==> src/rtl/alu_share_arbiter.sv <==
// Shares one ALU between two requesters: arbitrate, latch operands, drive ALU, return result.
// Define ALU_ARB_RR_EN for round-robin arbitration; otherwise port 0 has fixed priority.
module alu_share_arbiter #(
  parameter int DATA_W = 32,
  parameter int CTRL_W = 3
) (
  input  logic              clk,
  input  logic              rst_n,
  input  logic              req_0,
  input  logic              req_1,
  input  logic [DATA_W-1:0] a_0,
  input  logic [DATA_W-1:0] a_1,
  input  logic [DATA_W-1:0] rd2_0,
  input  logic [DATA_W-1:0] rd2_1,
  input  logic [DATA_W-1:0] imm_0,
  input  logic [DATA_W-1:0] imm_1,
  input  logic              src_0,
  input  logic              src_1,
  input  logic [CTRL_W-1:0] ctl_0,
  input  logic [CTRL_W-1:0] ctl_1,
  output logic              gnt_0,
  output logic              gnt_1,
  output logic              rsp_v_0,
  output logic              rsp_v_1,
  output logic [DATA_W-1:0] rsp_data,
  output logic              rsp_zero,
  output logic [DATA_W-1:0] alu_a,
  output logic [DATA_W-1:0] alu_b,
  output logic [CTRL_W-1:0] alu_ctl,
  input  logic [DATA_W-1:0] alu_result,
  input  logic              alu_zero
);

  localparam logic [1:0] S_IDLE = 2'd0;
  localparam logic [1:0] S_EXEC = 2'd1;
  localparam logic [1:0] S_RESP = 2'd2;

  logic [1:0]        state_q, state_d;
  logic              port_q;
  logic [DATA_W-1:0] a_q, b_q, res_q;
  logic [CTRL_W-1:0] ctl_q;
  logic              zero_q;
  logic              idle, pick_1, grant;

  assign idle = (state_q == S_IDLE);

`ifdef ALU_ARB_RR_EN
  logic rr_q;
  assign pick_1 = req_1 & (~req_0 | rr_q);

  always_ff @(posedge clk or negedge rst_n) begin
    if (!rst_n)     rr_q <= 1'b0;
    else if (grant) rr_q <= ~pick_1;
  end
`else
  assign pick_1 = req_1 & ~req_0;
`endif

  // Grant is gated by rst_n so outputs read zero throughout reset even with req held.
  assign gnt_1 = idle & rst_n & pick_1;
  assign gnt_0 = idle & rst_n & req_0 & ~pick_1;
  assign grant = gnt_0 | gnt_1;

  always_comb begin
    state_d = state_q;
    case (state_q)
      S_IDLE:  if (grant) state_d = S_EXEC;
      S_EXEC:  state_d = S_RESP;
      S_RESP:  state_d = S_IDLE;
      default: state_d = S_IDLE;
    endcase
  end

  always_ff @(posedge clk or negedge rst_n) begin
    if (!rst_n) begin
      state_q <= S_IDLE;
      port_q  <= 1'b0;
      a_q     <= '0;
      b_q     <= '0;
      ctl_q   <= '0;
      res_q   <= '0;
      zero_q  <= 1'b0;
    end else begin
      state_q <= state_d;
      if (grant) begin
        port_q <= pick_1;
        a_q    <= pick_1 ? a_1 : a_0;
        b_q    <= pick_1 ? (src_1 ? imm_1 : rd2_1) : (src_0 ? imm_0 : rd2_0);
        ctl_q  <= pick_1 ? ctl_1 : ctl_0;
      end
      if (state_q == S_EXEC) begin
        res_q  <= alu_result;
        zero_q <= alu_zero;
      end
    end
  end

  assign alu_a    = a_q;
  assign alu_b    = b_q;
  assign alu_ctl  = ctl_q;
  assign rsp_data = res_q;
  assign rsp_zero = zero_q;
  assign rsp_v_0  = (state_q == S_RESP) & ~port_q;
  assign rsp_v_1  = (state_q == S_RESP) &  port_q;

endmodule
==> config.mk <==
export PLATFORM = sky130hd
export DESIGN_NAME = alu_share_arbiter
export DESIGN_NICKNAME = d
export VERILOG_FILES = /design/src/rtl/alu_share_arbiter.sv
export SDC_FILE = /design/constraint.sdc
export NUM_CORES = 1
export LEC_CHECK = 0
export CORE_AREA = 2 2 132 134
export DETAILED_ROUTE_END_ITERATION = 6
export DIE_AREA = 0 0 134 136
export PLACE_DENSITY = 0.72
export SLEW_MARGIN = 20
export SYNTH_ARGS = -nofsm -noshare
export SYNTH_HDL_FRONTEND = slang
export SYNTH_SLANG_ARGS = --single-unit
==> constraint.sdc <==
create_clock -name clk -period 1.9 [get_ports clk]
set_input_delay 0.285 -clock clk [delete_from_list [all_inputs] [get_ports clk]]
set_output_delay 0.285 -clock clk [all_outputs]
set_load 0.02 [all_outputs]
Yosys cells after proc, flatten, opt, wreduce, memory -nomap -nowiden
Index checks and enable logic that the tools add are counted. W data, S select, Z words.

Bits in registers: 103. Input bits: 237. Logic and storage cells: 29.

Equal/unequal tests: 3. Multiplexer cells: 7. Bitwise logic cells: 11. Reduce and logical (&&, ||, !) cells: 1.

Operators with widths (number): $mux W32 (4); $and A1 B1 Y1 (7); $pmux W2 S2 (1); $mux W3 (1); $not A1 Y1 (3); $eq A2 B1 Y1 const B (1); $eq A2 B2 Y1 const B (1); $logic_not A2 Y1 (1); $mux W2 (1); $ne A2 B1 Y1 const B (1); $or A1 B1 Y1 (1).

Logic depth before layout (Yosys ltp)
Word-level depth: 7. Depth in mapped cells: 6.

Worst setup path before layout
OpenSTA, ideal clock, no wires.

Path kind: reg-to-reg. Start point: register state_q[1]. End point: register a_q[0] (netlist: alu_a[0]). Setup time: 0.125 ns. Arrival: 1.421 ns. Required time: 1.775 ns. Slack: 0.354 ns. Cell stages (with the launch flop): 7. Path buffers: 3. Period minus slack after synthesis: 1.546 ns. Cell sequence: dfrtp_1 nor3b_2 o21a_1 buf_4 buf_12 buf_12 mux2_4.

Cells in the longest elaborated chain, start to end: 5. Elaborated cells on any way between the ends: 6. Classes of those cells: bitwise: 5; reduce/logical: 1.

Ends and longest elaborated chain: start: declaration (RTL line 38) `logic [1:0] state_q, state_d;`; start signal: assignment (RTL line 84) `state_q <= state_d;`; $logic_not A2 Y1 (*) (RTL line 45) `assign idle = (state_q == S_IDLE);`; $and A1 B1 Y1 (*) (RTL line 60, 61); $and A1 B1 Y1 (2 in series) (RTL line 61) `assign gnt_0 = idle & rst_n & req_0 & ~pick_1;`; $or A1 B1 Y1 (*) (RTL line 62) `assign grant = gnt_0 | gnt_1;`; end signal: assignment (RTL line 87) `a_q <= pick_1 ? a_1 : a_0;`; end: declaration (RTL line 40) `logic [DATA_W-1:0] a_q, b_q, res_q;`.

Every way passes the cells marked *; elsewhere a longest branch is shown, timed or not. A chain may end at the register's enable or synchronous reset.

Worst setup path in the final report
Start point: input req_0. End point: register a_q[12] (netlist: alu_a[12]).

Cells in the longest elaborated chain, start to end: 5. Elaborated cells on any way between the ends: 8. Classes of those cells: mux: 1; bitwise: 7.

Ends and longest elaborated chain: start: declaration (RTL line 9) `input logic req_0,`; $not A1 Y1 (RTL line 56) `assign pick_1 = req_1 & ~req_0;`; $and A1 B1 Y1 (RTL line 56); $not A1 Y1 (RTL line 61); $and A1 B1 Y1 (RTL line 61); $or A1 B1 Y1 (RTL line 62).

Several ways; a longest one is shown, not always the timed one.

==> impl_metrics.json <==
{
  "grt_pass1_vias": 4803,
  "p_total_mw": 8.90,
  "cts_post_setup_buffers_inserted": 0,
  "critical_path.startpoint": "req_0",
  "cts_buffers": 9,
  "drive_gt1_frac": 0.243,
  "drt-total-wl_um": 16700,
  "clkTransAtPathRegs_ns": 0.08,
  "drc": 0,
  "initial_core_util": 0.323,
  "fin_area_sq_um": 9380,
  "worst_r2r_endpoint": "alu_b[18]",
  "final_common_cell": "clkdlybuf4s50_1",
  "min_period_ns": 1.73,
  "yosysWarnings": 0,
  "pin_count": 341,
  "postSynthCellCount": 373,
  "die_x_um": 134,
  "r2r.worst_path.cells": 4,
  "htree_levels": 3,
  "cts_buffer_depth": 2,
  "final_cell_mix": "clkdlybuf4s50_1 (333), mux2_2 (116), dfrtp_1 (103)",
  "viasPerCell": 4.56,
  "synth_nets": 610,
  "antenna_found_initial": 0,
  "antenna_cells": 0,
  "worst_hold_slack_ns": 0.0152,
  "rr_startpoint": "state_q[1]",
  "p_leak_nw": 3.92,
  "port_buffers": 340,
  "drv_cap": 0,
  "fin_crit_sh": 0.911,
  "crit_fanout": 52,
  "first_pass_iters": 4,
  "place_ws_ns": -0.212,
  "wl_per_cell_um": 17.7,
  "cts_tree": "yes",
  "cp-start-kind": "primary input",
  "fp.dieH_um": 136,
  "synth_area_sq_um": 5450,
  "grt_start_max_net_pins": 61,
  "cts_sinks": 103,
  "route.antenna.remaining_nets": 0,
  "dp_hpwl_um": 13100,
  "grt_usage": 0.181,
  "cpMaxStageDelayCell": "clkdlybuf4s50_1",
  "max_slew_margin": 0.471,
  "fin_worst_skew_ns": 0.00832,
  "cts_root_buffer": "clkbuf_16",
  "placed_cell_area_sq_um": 9090,
  "die-area_sq_um": 18200,
  "hold_viol": 0,
  "nets": 948,
  "finalMaxSlewViolations": 0,
  "cp_common_cell": "mux2_2",
  "path_cells": "clkdlybuf4s50_1 > nor2b_4 > buf_12 > mux2_2 > mux2_2",
  "yosys.cell_types.count": 18,
  "via_count": 4291,
  "setup_viol": 0,
  "syn_area_per_cell_sq_um": 14.6,
  "synth_seq_area_share": 0.473,
  "max_freq_ghz": 0.577,
  "area_growth_pct": 72.1,
  "worstSetupPathType": "primary input to flip-flop",
  "rsz0062_at_grt": "false",
  "fill_cells": 1428,
  "post_cts_resized": 6,
  "final-seq-area_sq_um": 2580,
  "vdd_drop_max_mv": 0.556,
  "critPathMaxStageDelay_ns": 0.52,
  "setup_ws_ns": 0.168,
  "multiInputGateArea_sq_um": 2640,
  "r2r_slack_ns": 0.28,
  "status": "completed",
  "tightest_slew_ns": 0.794,
  "grt_pass1_wl_um": 25500,
  "drt-initial-drc-count": 63,
  "ys_ff_latch": 103,
  "pwr_density_cell_nw_per_um2": 949,
  "core_sq_um": 16900,
  "arrival_ns": 1.97,
  "insertion_delay_ns": 0.35,
  "gr-total-overflow": 0,
  "gp_congestion": 0.783,
  "cp.required_ns": 2.14,
  "cts_hold_buf": 0,
  "rows": 48,
  "hold_path_class": "primary input to async pin",
  "endpoint_kind": "flip-flop"
}
## stage by stage
stage | instances | setup TNS, ns | utilization
floorplan | 373 | 0 | -
global placement | 925 | -7.15 | 0.539
detailed placement | 925 | -9.17 | 0.539
CTS | 941 | 0 | 0.556
global route | 941 | 0 | 0.556
finish | 941 | 0 | 0.556
## registers in the layout, summed over array words and instances (netlist names)
name,cells
alu_b,32
alu_ctl,3
port_q,1
state_q,2
rsp_data,32
rsp_zero,1
alu_a,32
## routing by layer
layer,vias up,wire [um],track usage
met2,186,8710,0.331
met5,-,0,0
met4,0,297,0.0615
li1,2029,-,-
met1,2056,6170,0.191
met3,20,1520,0.0652
## Yosys cell counts
| cell | count | area (sq um) |
|---|---|---|
| a21oi_1 | 1 | 5.00 |
| and2_1 | 2 | 12.5 |
| and3b_1 | 1 | 8.76 |
| buf_12 | 3 | 60.1 |
| buf_2 | 12 | 60.1 |
| buf_4 | 6 | 45.0 |
| buf_6 | 7 | 78.8 |
| dfrtp_1 | 103 | 2580 |
| inv_1 | 1 | 3.75 |
| mux2_2 | 116 | 1310 |
| mux2_4 | 19 | 285 |
| mux2i_1 | 96 | 961 |
| nand2b_1 | 1 | 6.26 |
| nor2_1 | 1 | 3.75 |
| nor2b_2 | 1 | 8.76 |
| nor3b_1 | 1 | 7.51 |
| nor3b_2 | 1 | 12.5 |
| o21a_1 | 1 | 7.51 |
## critical path: cells and delay by family
kind / cells / cell delay (ns)
muxes: 2 / 0.67
buffers and inverters: 2 / 0.82
and+or+nand+nor: 1 / 0.18
## power breakdown
group	switching, mW	total (mW)	internal [mW]
sequential	0.335	3.16	2.82
combinational	1.66	3.90	2.24
clock	0.919	1.85	0.932
## final cells by class
cell class | instances | area share
multi-input cells | 241 | 0.282
flip-flops and latches | 103 | 0.275
inverters | 1 | 0.000400
clock buffers | 9 | 0.0240
clock inverters | 7 | 0.00760
repair buffers | 355 | 0.381
well taps | 225 | 0.0300
## worst max path at each step
stage                            to  cells after the start  slack [ns]
after floorplan            alu_a[0]                      6        0.35
after global placement    alu_a[11]                      5       -0.15
after detailed placement  alu_a[12]                      5       -0.21
after CTS                     gnt_0                      3        0.02
after global routing          gnt_0                      3        0.08
final                     alu_a[12]                      5        0.17
## kinds of logic (layout without fill, tap and decap cells)
family	count (synthesis)	after routing	share of synthesized area
mux	231	231	0.468
flops	103	103	0.473
buf+inv	29	372	0.0455
simple gates	8	8	0.0110
compound gates	2	2	0.00230
Power figures use the tool's default switching activity.
